$ cat config.mk
export PLATFORM = sky130hd
export DESIGN_NAME = alarm_editor
export DESIGN_NICKNAME = d
export VERILOG_FILES = /design/src/rtl/alarm_editor.sv
export SDC_FILE = /design/constraint.sdc
export NUM_CORES = 1
export LEC_CHECK = 0
export ABC_CLOCK_PERIOD_IN_PS = 1960
export BUFFER_PORTS_ARGS = -buffer_cell sky130_fd_sc_hd__buf_2
export CAP_MARGIN = 5
export CELL_PAD_IN_SITES_DETAIL_PLACEMENT = 1
export CELL_PAD_IN_SITES_GLOBAL_PLACEMENT = 2
export CORE_MARGIN = 8
export CORE_UTILIZATION = 39
export DETAILED_ROUTE_END_ITERATION = 6
export GPL_TIMING_DRIVEN = 0
export HOLD_SLACK_MARGIN = 0.06
export PLACE_DENSITY = 0.88
export SYNTH_ARGS = -nofsm -noshare
export SYNTH_HDL_FRONTEND = slang
export SYNTH_SLANG_ARGS = --single-unit
$ cat constraint.sdc
create_clock -name clk -period 1.96 [get_ports clk]
set_input_delay 0.588 -clock clk [delete_from_list [all_inputs] [get_ports clk]]
set_output_delay 0.588 -clock clk [all_outputs]
set_load 0.05 [all_outputs]
$ cat src/rtl/alarm_editor.sv
// Alarm time editor: debounced mode/inc/dec buttons drive an hours/minutes edit FSM.
// Defining ALARM_EDITOR_TIMEOUT_EN adds an idle timeout that abandons an unfinished edit.
module alarm_editor #(
  parameter int DEBOUNCE_CYCLES = 500000,
  parameter int TIMEOUT_CYCLES  = 500000000
) (
  input  logic       clk,
  input  logic       rst,
  input  logic       btn_mode,
  input  logic       btn_inc,
  input  logic       btn_dec,
  output logic       set_alarm,
  output logic [5:0] set_hours,
  output logic [6:0] set_minutes,
  output logic [5:0] edit_hours,
  output logic [6:0] edit_minutes,
  output logic [1:0] edit_field
);

  localparam int DB_W = $clog2(DEBOUNCE_CYCLES + 1);

  if (DEBOUNCE_CYCLES < 1) begin : g_bad_debounce
    $error("alarm_editor: DEBOUNCE_CYCLES must be at least 1");
  end
  if (TIMEOUT_CYCLES < 1) begin : g_bad_timeout
    $error("alarm_editor: TIMEOUT_CYCLES must be at least 1");
  end

  typedef enum logic [1:0] {IDLE, EDIT_H, EDIT_M, COMMIT} state_t;

  // Button vectors are packed as {dec, inc, mode}.
  logic [2:0]      sync1_q, sync1_d;
  logic [2:0]      sync2_q, sync2_d;
  logic [2:0]      deb_q, deb_d;
  logic [2:0]      press_q, press_d;
  logic [DB_W-1:0] cnt_q [3];
  logic [DB_W-1:0] cnt_d [3];

  state_t     state_q, state_d;
  logic       set_alarm_q, set_alarm_d;
  logic [5:0] set_hours_q, set_hours_d;
  logic [6:0] set_minutes_q, set_minutes_d;
  logic [5:0] edit_hours_q, edit_hours_d;
  logic [6:0] edit_minutes_q, edit_minutes_d;
  logic [1:0] edit_field_q, edit_field_d;

  logic mode_ev, inc_ev, dec_ev, any_ev;

`ifdef ALARM_EDITOR_TIMEOUT_EN
  localparam int TO_W = $clog2(TIMEOUT_CYCLES + 1);
  logic [TO_W-1:0] to_cnt_q, to_cnt_d;
`endif

  assign mode_ev = press_q[0];
  assign inc_ev  = press_q[1];
  assign dec_ev  = press_q[2];
  assign any_ev  = |press_q;

  // The counter only runs while the synchronised level disagrees with the accepted one,
  // so any bounce back to the accepted level restarts the qualification window.
  always_comb begin
    sync1_d = {btn_dec, btn_inc, btn_mode};
    sync2_d = sync1_q;
    deb_d   = deb_q;
    for (int i = 0; i < 3; i++) begin
      cnt_d[i] = '0;
      if (sync2_q[i] != deb_q[i]) begin
        if (cnt_q[i] == DB_W'(DEBOUNCE_CYCLES - 1)) begin
          deb_d[i] = sync2_q[i];
        end else begin
          cnt_d[i] = cnt_q[i] + 1'b1;
        end
      end
    end
    press_d = deb_d & ~deb_q;
  end

  always_comb begin
    state_d        = state_q;
    set_alarm_d    = 1'b0;
    set_hours_d    = set_hours_q;
    set_minutes_d  = set_minutes_q;
    edit_hours_d   = edit_hours_q;
    edit_minutes_d = edit_minutes_q;
`ifdef ALARM_EDITOR_TIMEOUT_EN
    to_cnt_d       = '0;
`endif
    unique case (state_q)
      IDLE: begin
        edit_hours_d   = set_hours_q;
        edit_minutes_d = set_minutes_q;
        if (mode_ev) state_d = EDIT_H;
      end
      EDIT_H: begin
        if (mode_ev) begin
          state_d = EDIT_M;
        end else if (inc_ev && !dec_ev) begin
          edit_hours_d = (edit_hours_q == 6'd23) ? 6'd0 : edit_hours_q + 6'd1;
        end else if (dec_ev && !inc_ev) begin
          edit_hours_d = (edit_hours_q == 6'd0) ? 6'd23 : edit_hours_q - 6'd1;
        end
      end
      EDIT_M: begin
        if (mode_ev) begin
          state_d       = COMMIT;
          set_alarm_d   = 1'b1;
          set_hours_d   = edit_hours_q;
          set_minutes_d = edit_minutes_q;
        end else if (inc_ev && !dec_ev) begin
          edit_minutes_d = (edit_minutes_q == 7'd59) ? 7'd0 : edit_minutes_q + 7'd1;
        end else if (dec_ev && !inc_ev) begin
          edit_minutes_d = (edit_minutes_q == 7'd0) ? 7'd59 : edit_minutes_q - 7'd1;
        end
      end
      COMMIT: state_d = IDLE;
      default: state_d = IDLE;
    endcase
`ifdef ALARM_EDITOR_TIMEOUT_EN
    if ((state_q == EDIT_H || state_q == EDIT_M) && !any_ev) begin
      if (to_cnt_q == TO_W'(TIMEOUT_CYCLES - 1)) begin
        state_d        = IDLE;
        edit_hours_d   = set_hours_q;
        edit_minutes_d = set_minutes_q;
      end else begin
        to_cnt_d = to_cnt_q + 1'b1;
      end
    end
`endif
    unique case (state_d)
      EDIT_H:  edit_field_d = 2'b01;
      EDIT_M:  edit_field_d = 2'b10;
      default: edit_field_d = 2'b00;
    endcase
  end

  always_ff @(posedge clk or negedge rst) begin
    if (!rst) begin
      sync1_q        <= '0;
      sync2_q        <= '0;
      deb_q          <= '0;
      press_q        <= '0;
      for (int i = 0; i < 3; i++) cnt_q[i] <= '0;
      state_q        <= IDLE;
      set_alarm_q    <= 1'b0;
      set_hours_q    <= 6'd6;
      set_minutes_q  <= 7'd0;
      edit_hours_q   <= 6'd6;
      edit_minutes_q <= 7'd0;
      edit_field_q   <= 2'b00;
`ifdef ALARM_EDITOR_TIMEOUT_EN
      to_cnt_q       <= '0;
`endif
    end else begin
      sync1_q        <= sync1_d;
      sync2_q        <= sync2_d;
      deb_q          <= deb_d;
      press_q        <= press_d;
      for (int i = 0; i < 3; i++) cnt_q[i] <= cnt_d[i];
      state_q        <= state_d;
      set_alarm_q    <= set_alarm_d;
      set_hours_q    <= set_hours_d;
      set_minutes_q  <= set_minutes_d;
      edit_hours_q   <= edit_hours_d;
      edit_minutes_q <= edit_minutes_d;
      edit_field_q   <= edit_field_d;
`ifdef ALARM_EDITOR_TIMEOUT_EN
      to_cnt_q       <= to_cnt_d;
`endif
    end
  end

  assign set_alarm    = set_alarm_q;
  assign set_hours    = set_hours_q;
  assign set_minutes  = set_minutes_q;
  assign edit_hours   = edit_hours_q;
  assign edit_minutes = edit_minutes_q;
  assign edit_field   = edit_field_q;

endmodule

==> out/metrics.csv <==
stage,metric,value,unit
floorplanning,DIE AREA,0.01692,mm^2
cts,CTS root buf,clkbuf_16,
setup_path,Worst Path Required,2.19,ns
logic_synthesis,XOR/XNOR share of the synthesized area,10.35,%
finish,final core occ,46.90,%
routing,Via Count,4006,
finish,Antenna diodes,0,
setup_path,critical path peak fanout,8,
cts,"Reg clk slew, reported paths",0.07,ns
logic_synthesis,Most used DFF post-synth,dfrtp_1,
timing,final worst slack,0.07782,ns
placement,final RePlAce weighted congestion,0.8330,
logic_synthesis,Post-Syn Instances,521,
cts,Num Clock Sinks,100,
logic_synthesis,post-synthesis adder-cell area fraction,2.465,%
logic_synthesis,mux cell area share after synthesis,2.416,%
cts,H-tree lvl count,3,
setup_path,Crit. End Element,register,
floorplanning,Die Wd,130.1,um
cts,clock buffer depth,2,
routing,Avg WL per Cell,17.21,um
timing,Slew headroom,55.99,%
power,Leak,2.637,nW
timing,Fin Setup TNS,0,ns
flow_run,MaxCap Viol Count,0,
power,PD cells,707.7,mW/mm^2
logic_synthesis,Synth Area in Simple Gates,24.03,%
placement,Post-DP HPWL,8926,um
logic_synthesis,main area contributors after synthesis,"dfrtp_1 47%, nor2_1 6.7%, xor2_1 5.3%",
routing,First-pass DRT Iterations,4,
setup_path,reg2reg path depth,7,
logic_synthesis,"Net Count, Synth",536,
logic_synthesis,mapped cell area,0.005076,mm^2
power,maximum VDD drop,0.3790,mV
floorplanning,Core Area,0.01267,mm^2
logic_synthesis,post-synthesis register bit count,100,
timing,"Setup violations, final",0,
global_routing,gr ovfl total,0,
logic_synthesis,Netlist cell types,65,
timing,final hold slack,0.2733,ns
setup_path,Reg2Reg Setup Slack,0.08,ns
logic_synthesis,area share of the largest cell type after synthesis,47.33,%
global_routing,initial antenna violation count,0,
finish,"commonest non-fill, non-tap cell in the layout",dfrtp_1,
cts,TritonCTS clock tree,done,
timing,Max Slew Vio Count,0,
global_routing,vias in the first global route,4382,
global_routing,pin count of the biggest net entering global routing,54,
floorplanning,I/O Pins,34,
timing,Slew @ Worst Pin,0.6601,ns
placement,"worst slack, placed",-0.2867,ns
routing,mean number of vias per cell,5.356,
timing,Clock Skew,0.005828,ns
finish,most frequent cells in the layout,"93 x dfrtp_1, 88 x nor2_1, 40 x nand2_1",
setup_path,Crit Path Category,register to register,
setup_path,Critical Path Source Type,register,
global_routing,Tot GR Track Use,16.19,%
logic_synthesis,complex-gate fraction of the synthesized area,8.257,%
run_status,status,"finished, final reports clean",
hold_path,worst min-delay path class,primary input to async pin,
timing,RSZ-0062 raised after global routing,no,
routing,ANT nets after route,0,
timing,final period utilization,96.03,%
placement,Port Buffers,33,
logic_synthesis,"Seq/Total Area, Yosys",49.40,%
finish,nets,586,
routing,"wirelength, routed",12870,um
routing,DR iter-0 viols,192,
timing,min cycle time layout,1.882,ns
finish,layout cells sized above 1,18.58,%
timing,achievable frequency,531.3,MHz
routing,DRC,0,
logic_synthesis,Post-synth EDFFs,0,
setup_path,Worst R2R End,edit_minutes[3],
floorplanning,die height,130.1,um
logic_synthesis,Ys Warns,0,
logic_synthesis,fraction of registers with async set/reset,100.0,%
floorplanning,Initial Utilization,40.06,%
setup_path,WP data arrival,2.12,ns
finish,Syn-to-layout area delta,17.08,%
global_routing,first-pass GRT wire length,21710,um
cts,total CTS buffers,9,
setup_path,worst reg2reg startpoint,edit_minutes[1],
cts,clock latency on the worst-skew pair,0.35,ns
logic_synthesis,cell taking the most area after synthesis,dfrtp_1,
floorplanning,num rows,41,
logic_synthesis,main combinational cell family by area after synthesis,simple AND/OR/NAND/NOR gates,
cts,hold_buf cts,0,
logic_synthesis,Synth Area per Inst,9.743,um^2
timing,Fin. Hold Viols,0,
## how the worst max path moves through the flow
stage          slack (ns)         endpoint       startpoint  cells after the start
2_1_floorplan       0.005  edit_minutes[3]  edit_minutes[3]                      6
3_3_place_gp        -0.97  edit_minutes[0]              rst                      1
3_5_place_dp        -0.29    edit_hours[0]       press_q[2]                      7
4_1_cts              0.01        cnt_q[31]        cnt_q[20]                      8
5_1_grt             0.001        cnt_q[55]        cnt_q[44]                      7
6_report             0.08  edit_minutes[3]  edit_minutes[1]                      7
## state kept, by name (all words and copies together) (netlist names)
register	flops
set_minutes	7
sync2_q	3
cnt_q	57
sync1_q	3
edit_minutes	7
edit_field	2
edit_hours	6
set_alarm	1
state_q	2
deb_q	3
set_hours	6
press_q	3
## kinds of logic after synthesis
family                   count (synthesis)
AO/OA/AOI/OAI                           63
flip-flops                             100
buffers and inverters                   33
AND/OR/NAND/NOR                        244
adder cells (fa/ha/maj)                 10
XOR/XNOR                                60
multiplexers                            11
## per-layer routing
| layer | wire length, um | track usage [%] | up-vias |
|---|---|---|---|
| met2 | 6524 | 28.21 | 64 |
| li1 | - | - | 1906 |
| met4 | 218 | 6.762 | 0 |
| met3 | 426 | 2.693 | 15 |
| met1 | 5702 | 19.39 | 2021 |
| met5 | 0 | 0 | - |
## cells in the mapped netlist (all sizes together), types with 2 or more instances
cell and count:
o311ai 2, mux2 10, o21ai 21, nor4b 4
and3 7, nand4b 2, nand4 16, and2 9
and4 5, o31ai 2, clkbuf 10, dfstp 4
nor2b 9, a21o 2, nor3b 4, nor2 90
o32ai 2, nor3 14, inv 15, or3 5
nand2 42, nor4bb 2, nand3 22, ha 10
xor2 31, or2 4, nor4 4, nand2b 2
buf 8, a221o 2, a31oi 5, dfrtp 96
a311oi 2, a21oi 10, xnor2 29
## repair_timing
| item | 4_1_cts | 5_1_grt |
|---|---|---|
| endpoints found under the hold margin | 0 | 0 |
| setup buffers | 2 | 6 |
| setup endpoints to repair | 46 | 34 |
| gates cloned | 0 | 0 |
| pin swaps | 3 | 2 |
| resized for setup | 11 | 12 |
## area by class of cell
class,instances,area (um^2)
fillers,1464,6728
flip-flops and latches,100,2511
multi-input cells,388,2479
repair buffers,42,255.2
clock buffers,11,252.7
well taps,172,215.2
plain buffers,15,91.34
clock inverters,5,82.58
inverters,15,56.30
## power breakdown
group / leakage [nW] / internal [mW] / switching, mW
registers: 1.36 / 2.08 / 0.0213
clock network: 0.166 / 1.19 / 0.793
logic: 1.11 / 0.0374 / 0.0767
## per-stage QoR
stage	instances	area [um^2]	power, mW
after floorplan	521	5080	2.185
after global placement	726	5460	2.244
after detailed placement	727	5490	2.260
after CTS	745	5874	4.261
after global routing	748	5943	4.364
final	748	5943	4.206
## worst max-delay path, stage by stage (launching register included)
cell,delay (ns)
dfrtp_2,0.46
inv_1,0.11
ha_1,0.22
nand2b_1,0.15
nor3_4,0.08
a2111oi_0,0.36
nor4_1,0.11
a221o_1,0.27
(Power assumes the default switching activity.)
